--- src/rtl/mem_arb_pkg.sv ---
// Shared types and defaults for the two-requester Data_Memory arbiter.
package mem_arb_pkg;

  typedef enum logic [0:0] {
    IDLE  = 1'b0,
    GRANT = 1'b1
  } arb_state_e;

  // Requester indices; also the encoding of the last-grant bit.
  localparam int unsigned REQ_DCACHE = 0;
  localparam int unsigned REQ_ICACHE = 1;

  localparam int unsigned ADDR_W_DEF  = 32;
  localparam int unsigned LINE_W_DEF  = 256;
  localparam int unsigned TIMEOUT_DEF = 64;

endpackage

--- src/rtl/mem_arb_pick.sv ---
// Combinational winner select between the dcache and icache requesters.
// Build option: MEM_ARB_RR_EN selects round-robin on ties; otherwise the
// dcache always wins ties and last_grant_i is ignored.
module mem_arb_pick
  import mem_arb_pkg::*;
(
  input  logic       r0_req_i,
  input  logic       r1_req_i,
  input  logic       last_grant_i,
  output logic [1:0] win_o
);

`ifdef MEM_ARB_RR_EN
  // Tie goes to whichever requester was not granted last.
  always_comb begin
    win_o = {r1_req_i, r0_req_i};
    if (r0_req_i && r1_req_i) begin
      win_o = (last_grant_i == 1'(REQ_ICACHE)) ? 2'b01 : 2'b10;
    end
  end
`else
  logic unused_last_grant;
  assign unused_last_grant = last_grant_i;

  // Fixed priority: dcache masks icache.
  always_comb begin
    win_o = {r1_req_i & ~r0_req_i, r0_req_i};
  end
`endif

endmodule

--- src/rtl/mem_arbiter.sv ---
// Shares one Data_Memory port between dcache (r0) and icache refill (r1).
// One transaction at a time, grant held until mem_ack_i, one enable-low
// turnaround cycle between transactions, sticky timeout flag.
// Build option: MEM_ARB_RR_EN enables round-robin tie breaking.
module mem_arbiter
  import mem_arb_pkg::*;
#(
  parameter int unsigned ADDR_W  = ADDR_W_DEF,
  parameter int unsigned LINE_W  = LINE_W_DEF,
  parameter int unsigned TIMEOUT = TIMEOUT_DEF
) (
  input  logic              clk_i,
  input  logic              rst_i,
  input  logic              r0_enable_i,
  input  logic              r0_write_i,
  input  logic [ADDR_W-1:0] r0_addr_i,
  input  logic [LINE_W-1:0] r0_data_i,
  output logic              r0_ack_o,
  output logic [LINE_W-1:0] r0_data_o,
  input  logic              r1_enable_i,
  input  logic              r1_write_i,
  input  logic [ADDR_W-1:0] r1_addr_i,
  input  logic [LINE_W-1:0] r1_data_i,
  output logic              r1_ack_o,
  output logic [LINE_W-1:0] r1_data_o,
  output logic              mem_enable_o,
  output logic              mem_write_o,
  output logic [ADDR_W-1:0] mem_addr_o,
  output logic [LINE_W-1:0] mem_data_o,
  input  logic              mem_ack_i,
  input  logic [LINE_W-1:0] mem_data_i,
  output logic [1:0]        grant_o,
  output logic              timeout_err_o
);

  localparam int unsigned CNT_W = $clog2(TIMEOUT + 1);

  arb_state_e        state_q;
  logic [1:0]        grant_q;
  logic              mem_enable_q;
  logic              mem_write_q;
  logic [ADDR_W-1:0] mem_addr_q;
  logic [LINE_W-1:0] mem_data_q;
  logic [CNT_W-1:0]  wait_cnt_q;
  logic [CNT_W-1:0]  wait_cnt_d;
  logic              timeout_err_q;
  logic              last_grant;
  logic [1:0]        win;
  logic              in_grant;

  mem_arb_pick u_pick (
    .r0_req_i     (r0_enable_i),
    .r1_req_i     (r1_enable_i),
    .last_grant_i (last_grant),
    .win_o        (win)
  );

`ifdef MEM_ARB_RR_EN
  logic last_grant_q;

  // Remember who won the most recent grant for tie breaking.
  always_ff @(posedge clk_i) begin
    if (rst_i) begin
      last_grant_q <= 1'(REQ_ICACHE);
    end else if (state_q == IDLE && win != 2'b00) begin
      last_grant_q <= win[1];
    end
  end

  assign last_grant = last_grant_q;
`else
  assign last_grant = 1'(REQ_ICACHE);
`endif

  // Saturating wait counter so it never wraps past the timeout value.
  always_comb begin
    wait_cnt_d = wait_cnt_q;
    if (wait_cnt_q != CNT_W'(TIMEOUT)) begin
      wait_cnt_d = wait_cnt_q + CNT_W'(1);
    end
  end

  // Arbiter FSM with captured request and registered memory-side outputs.
  always_ff @(posedge clk_i) begin
    if (rst_i) begin
      state_q       <= IDLE;
      grant_q       <= 2'b00;
      mem_enable_q  <= 1'b0;
      mem_write_q   <= 1'b0;
      mem_addr_q    <= '0;
      mem_data_q    <= '0;
      wait_cnt_q    <= '0;
      timeout_err_q <= 1'b0;
    end else begin
      case (state_q)
        IDLE: begin
          if (win != 2'b00) begin
            state_q      <= GRANT;
            grant_q      <= win;
            mem_enable_q <= 1'b1;
            mem_write_q  <= win[1] ? r1_write_i : r0_write_i;
            mem_addr_q   <= win[1] ? r1_addr_i  : r0_addr_i;
            mem_data_q   <= win[1] ? r1_data_i  : r0_data_i;
          end
        end
        GRANT: begin
          wait_cnt_q <= wait_cnt_d;
          if (wait_cnt_d == CNT_W'(TIMEOUT)) begin
            timeout_err_q <= 1'b1;
          end
          if (mem_ack_i) begin
            state_q      <= IDLE;
            grant_q      <= 2'b00;
            mem_enable_q <= 1'b0;
            wait_cnt_q   <= '0;
          end
        end
        default: state_q <= IDLE;
      endcase
    end
  end

  // Ack routed to the owner only while a grant is live; data is broadcast.
  assign in_grant      = (state_q == GRANT);
  assign r0_ack_o      = mem_ack_i & grant_q[0] & in_grant;
  assign r1_ack_o      = mem_ack_i & grant_q[1] & in_grant;
  assign r0_data_o     = mem_data_i;
  assign r1_data_o     = mem_data_i;

  assign mem_enable_o  = mem_enable_q;
  assign mem_write_o   = mem_write_q;
  assign mem_addr_o    = mem_addr_q;
  assign mem_data_o    = mem_data_q;
  assign grant_o       = grant_q;
  assign timeout_err_o = timeout_err_q;

endmodule
--- config.mk ---
export PLATFORM = sky130hd
export DESIGN_NAME = mem_arbiter
export DESIGN_NICKNAME = d
export VERILOG_FILES = /design/src/rtl/mem_arb_pkg.sv /design/src/rtl/mem_arb_pick.sv /design/src/rtl/mem_arbiter.sv
export SDC_FILE = /design/constraint.sdc
export NUM_CORES = 1
export LEC_CHECK = 0
export ABC_AREA = 1
export CAP_MARGIN = 10
export CORE_AREA = 2 2 646 648
export CTS_BUF_LIST = sky130_fd_sc_hd__clkbuf_4
export DETAILED_ROUTE_END_ITERATION = 10
export DIE_AREA = 0 0 648 650
export PLACE_DENSITY = 0.3
export SYNTH_ARGS = -nofsm -noshare
export SYNTH_HDL_FRONTEND = slang
export SYNTH_SLANG_ARGS = --single-unit
--- constraint.sdc ---
create_clock -name clk_i -period 1.14 [get_ports clk_i]
set_input_delay 0.228 -clock clk_i [delete_from_list [all_inputs] [get_ports clk_i]]
set_output_delay 0.228 -clock clk_i [all_outputs]
set_load 0.02 [all_outputs]
==> impl_results.md <==
- Total Wirelength: 261.9 mm
- Clock sink count: 301
- CTS tree: done
- Synth top area cells: dfxtp_1 37%, buf_4 24%, a21oi_1 18%
- Core area: 0.4149 mm2
- Max incr delay on CP: 330 ps
- Vias per cell: 2.492
- Cells after synthesis: 2218
- H-Tree Depth: 3
- Critical-path cell list: buf_6, nand2_4, nor2_4, buf_12
- MaxCap Viol Count: 0
- Post-synth top area share: 0.3665
- Setup CP Type: reg2out
- Dominant cell type by area after synthesis: dfxtp_1
- Starting Density: 0.03963
- Largest net degree at the start of global routing: 56
- Syn Area/Cell: 7.413 um2
- Register Area: 0.006469 mm2
- Pre-CTS WS: -1614 ps
- Die Wd: 648 um
- Multi-input logic area: 0.007189 mm2
- Status: finished with violations
- Fin. Hold Viols: 0
- DP HPWL: 224.6 mm
- Initial antenna violation count: 174
- Final Skew: 142.7 ps
- Post-route ant nets: 0
- Max Clk Rate: 465.7 MHz
- Residual DRC: 0
- CP max FO: 3
- Post-Synthesis Cell Area: 0.01644 mm2
- Max clock buf depth: 4
- Gp weighted congestion: 0.8258
- Worst hold path class: in2reg
- Syn Nets: 3059
- Setup violators final: 596
- Slew Limit Headroom: 0.5203
- Slew @ Worst Pin: 717.2 ps
- Nets: 4303
- Pins Over Slew Limit: 0
- Synth unique cells: 22
- Area growth syn-to-layout: 154.1%
- Initial DRC Count: 1114
- GRT Total Usage: 0.1164
- First-pass GRT wire length: 304.8 mm
- Period utilisation layout: 1.884
- Io pins: 1646
- Syn. warnings: 0
- CTS Root Cell: clkbuf_4
- Post-synthesis sequential area ratio: 0.3665
- Critical Path End Type: output port
- RSZ-0062 raised after global routing: true
- Tmin final: 2147 ps
- Total gr overflow: 0
- Static Leak: 14.17 nW
- Port bufs: 877
- Die ar.: 0.4212 mm2
- Number of global-route vias before repair: 22.47k
- DR pass1 iterations: 5
- Via count: 22.60k
- Filler cells: 47.98k
- CTS clk-pin slew, worst paths: 70 ps
- Setup TNS: -379090 ps
- Pwr/cell area: 987.0 mW/mm2
- Layout cell share with drive strength beyond 1: 0.3557
- PnR worst setup slack: -1007 ps
- CP max stage cell: dfxtp_2
- Failing checks: negative setup slack
- CTS Buf Count: 106
- Worst skew pair latency: 1200 ps
- Die Y-Extent: 650 um
- CP Launch Type: register
- FF+latch count, synth: 301
- Critical path arrival: 1920 ps
- Worst EP required: 910 ps
- Average wire per standard cell: 28.88 um
- Worst vdd ir: 0.0006807 V
- Row count: 237
[registers in the layout, indices dropped and copies added (netlist names)]
| name | count |
|---|---|
| mem_write_o | 1 |
| in_grant | 1 |
| grant_o | 2 |
| mem_data_o | 256 |
| mem_addr_o | 32 |
| mem_enable_o | 1 |
| wait_cnt_q | 7 |
| timeout_err_o | 1 |
[cells in the mapped netlist]
| cell | instances |
|---|---|
| clkbuf_1 | 75 |
| nand3_1 | 9 |
| o22ai_1 | 1 |
| nor2_1 | 15 |
| xor2_1 | 1 |
| nor2_2 | 2 |
| o21bai_1 | 1 |
| o21ai_0 | 185 |
| o21ai_2 | 1 |
| o21ai_1 | 104 |
| nand4_1 | 2 |
| buf_6 | 1 |
| a211oi_1 | 1 |
| a21oi_1 | 588 |
| buf_1 | 3 |
| ha_1 | 2 |
| inv_1 | 16 |
| buf_4 | 525 |
| inv_2 | 2 |
| buf_2 | 69 |
| dfxtp_1 | 301 |
| nand2_1 | 314 |
[worst max-delay path: cells and delay by family (launching register included)]
family,cells,cell delay (ps)
and+or+nand+nor,2,160
buffers and inverters,2,220
DFF,1,330
[cell type report]
| class | count | share of cell area |
|---|---|---|
| repair buffers | 1809 | 0.4737 |
| well taps | 5497 | 0.1646 |
| clock buffers | 145 | 0.02605 |
| clock inverters | 21 | 0.003264 |
| flip-flops and latches | 301 | 0.1548 |
| multi-input cells | 1226 | 0.1721 |
| inverters | 18 | 0.002426 |
| diodes | 51 | 0.003055 |
[metrics by stage]
stage	std cells	power (mW)	instance area, um2	utilization	hold slack (ps)
2_1_floorplan	2218	18.72	16530	-	370.0
3_3_place_gp	8045	23.00	29160	0.07029	456.2
3_5_place_dp	8045	22.96	29160	0.07029	456.2
4_1_cts	8961	40.54	39190	0.09446	0.5524
5_1_grt	9047	43.60	41730	0.1006	63.25
6_report	9068	41.24	41780	0.1007	229.9
[logic make-up after synthesis]
kind of cell             share of synthesized area
adder cells (fa/ha/maj)                   0.001522
flip-flops                                  0.3665
AND/OR/NAND/NOR                            0.07937
buffers and inverters                       0.2833
AO/OA/AOI/OAI                               0.2688
XOR/XNOR                                 0.0005328
[placed cells by master, fill, tap and decap left out, drive strengths merged]
cell type and instances:
clkinv 18, a21oi 588, nand4 2, ha 2, clkinvlp 1, nor2 17, xor2 1, nand3 9
diode 51, dfxtp 301, clkbuf 171, inv 18, bufinv 2, nand2 314, clkdlybuf4s50 582, o21bai 1
dlygate4sd3 714, a211oi 1, o21ai 290, buf 487, o22ai 1
[final timing paths]
| check | end | cells past startpoint | start | slack, ps |
|---|---|---|---|---|
| max | r1_ack_o | 4 | in_grant$_SDFF_PP0_ | -1010 |
| max reg2reg | mem_data_o[10]$_SDFFE_PP0P_ | 12 | in_grant$_SDFF_PP0_ | -730 |
| min reg2reg | mem_enable_o$_SDFFE_PP0P_ | 2 | mem_enable_o$_SDFFE_PP0P_ | 480 |
| min | mem_addr_o[22]$_SDFFE_PP0P_ | 4 | r1_addr_i[22] | 230 |
[routing by layer]
| layer | part of all wire | vias to the layer above | global-route usage | routed length, um |
|---|---|---|---|---|
| met5 | 0.0036 | - | 0.009611 | 947 |
| met4 | 0.033 | 78 | 0.03112 | 8594 |
| met3 | 0.16 | 532 | 0.08830 | 42510 |
| met2 | 0.51 | 1917 | 0.2141 | 133800 |
| met1 | 0.29 | 10510 | 0.09489 | 76060 |
| li1 | - | 9567 | - | - |
[where the power goes]
part | internal (mW) | total [mW] | switching, mW
logic | 8.33 | 15.8 | 7.50
clock network | 6.17 | 12.6 | 6.40
registers | 11.8 | 12.8 | 1.01
total | 26.3 | 41.2 | 14.9
[what timing repair did]
item / CTS / global route
hold endpoints to repair: 301 / 0
hold buffers: 714 / 0
gates resized for setup: 1658 / 484
pin swaps: 4 / 10
cloned: 12 / 34
endpoints found under the setup margin: 592 / 596
buffers inserted: 24 / 28
Power figures use the tool's default switching activity.
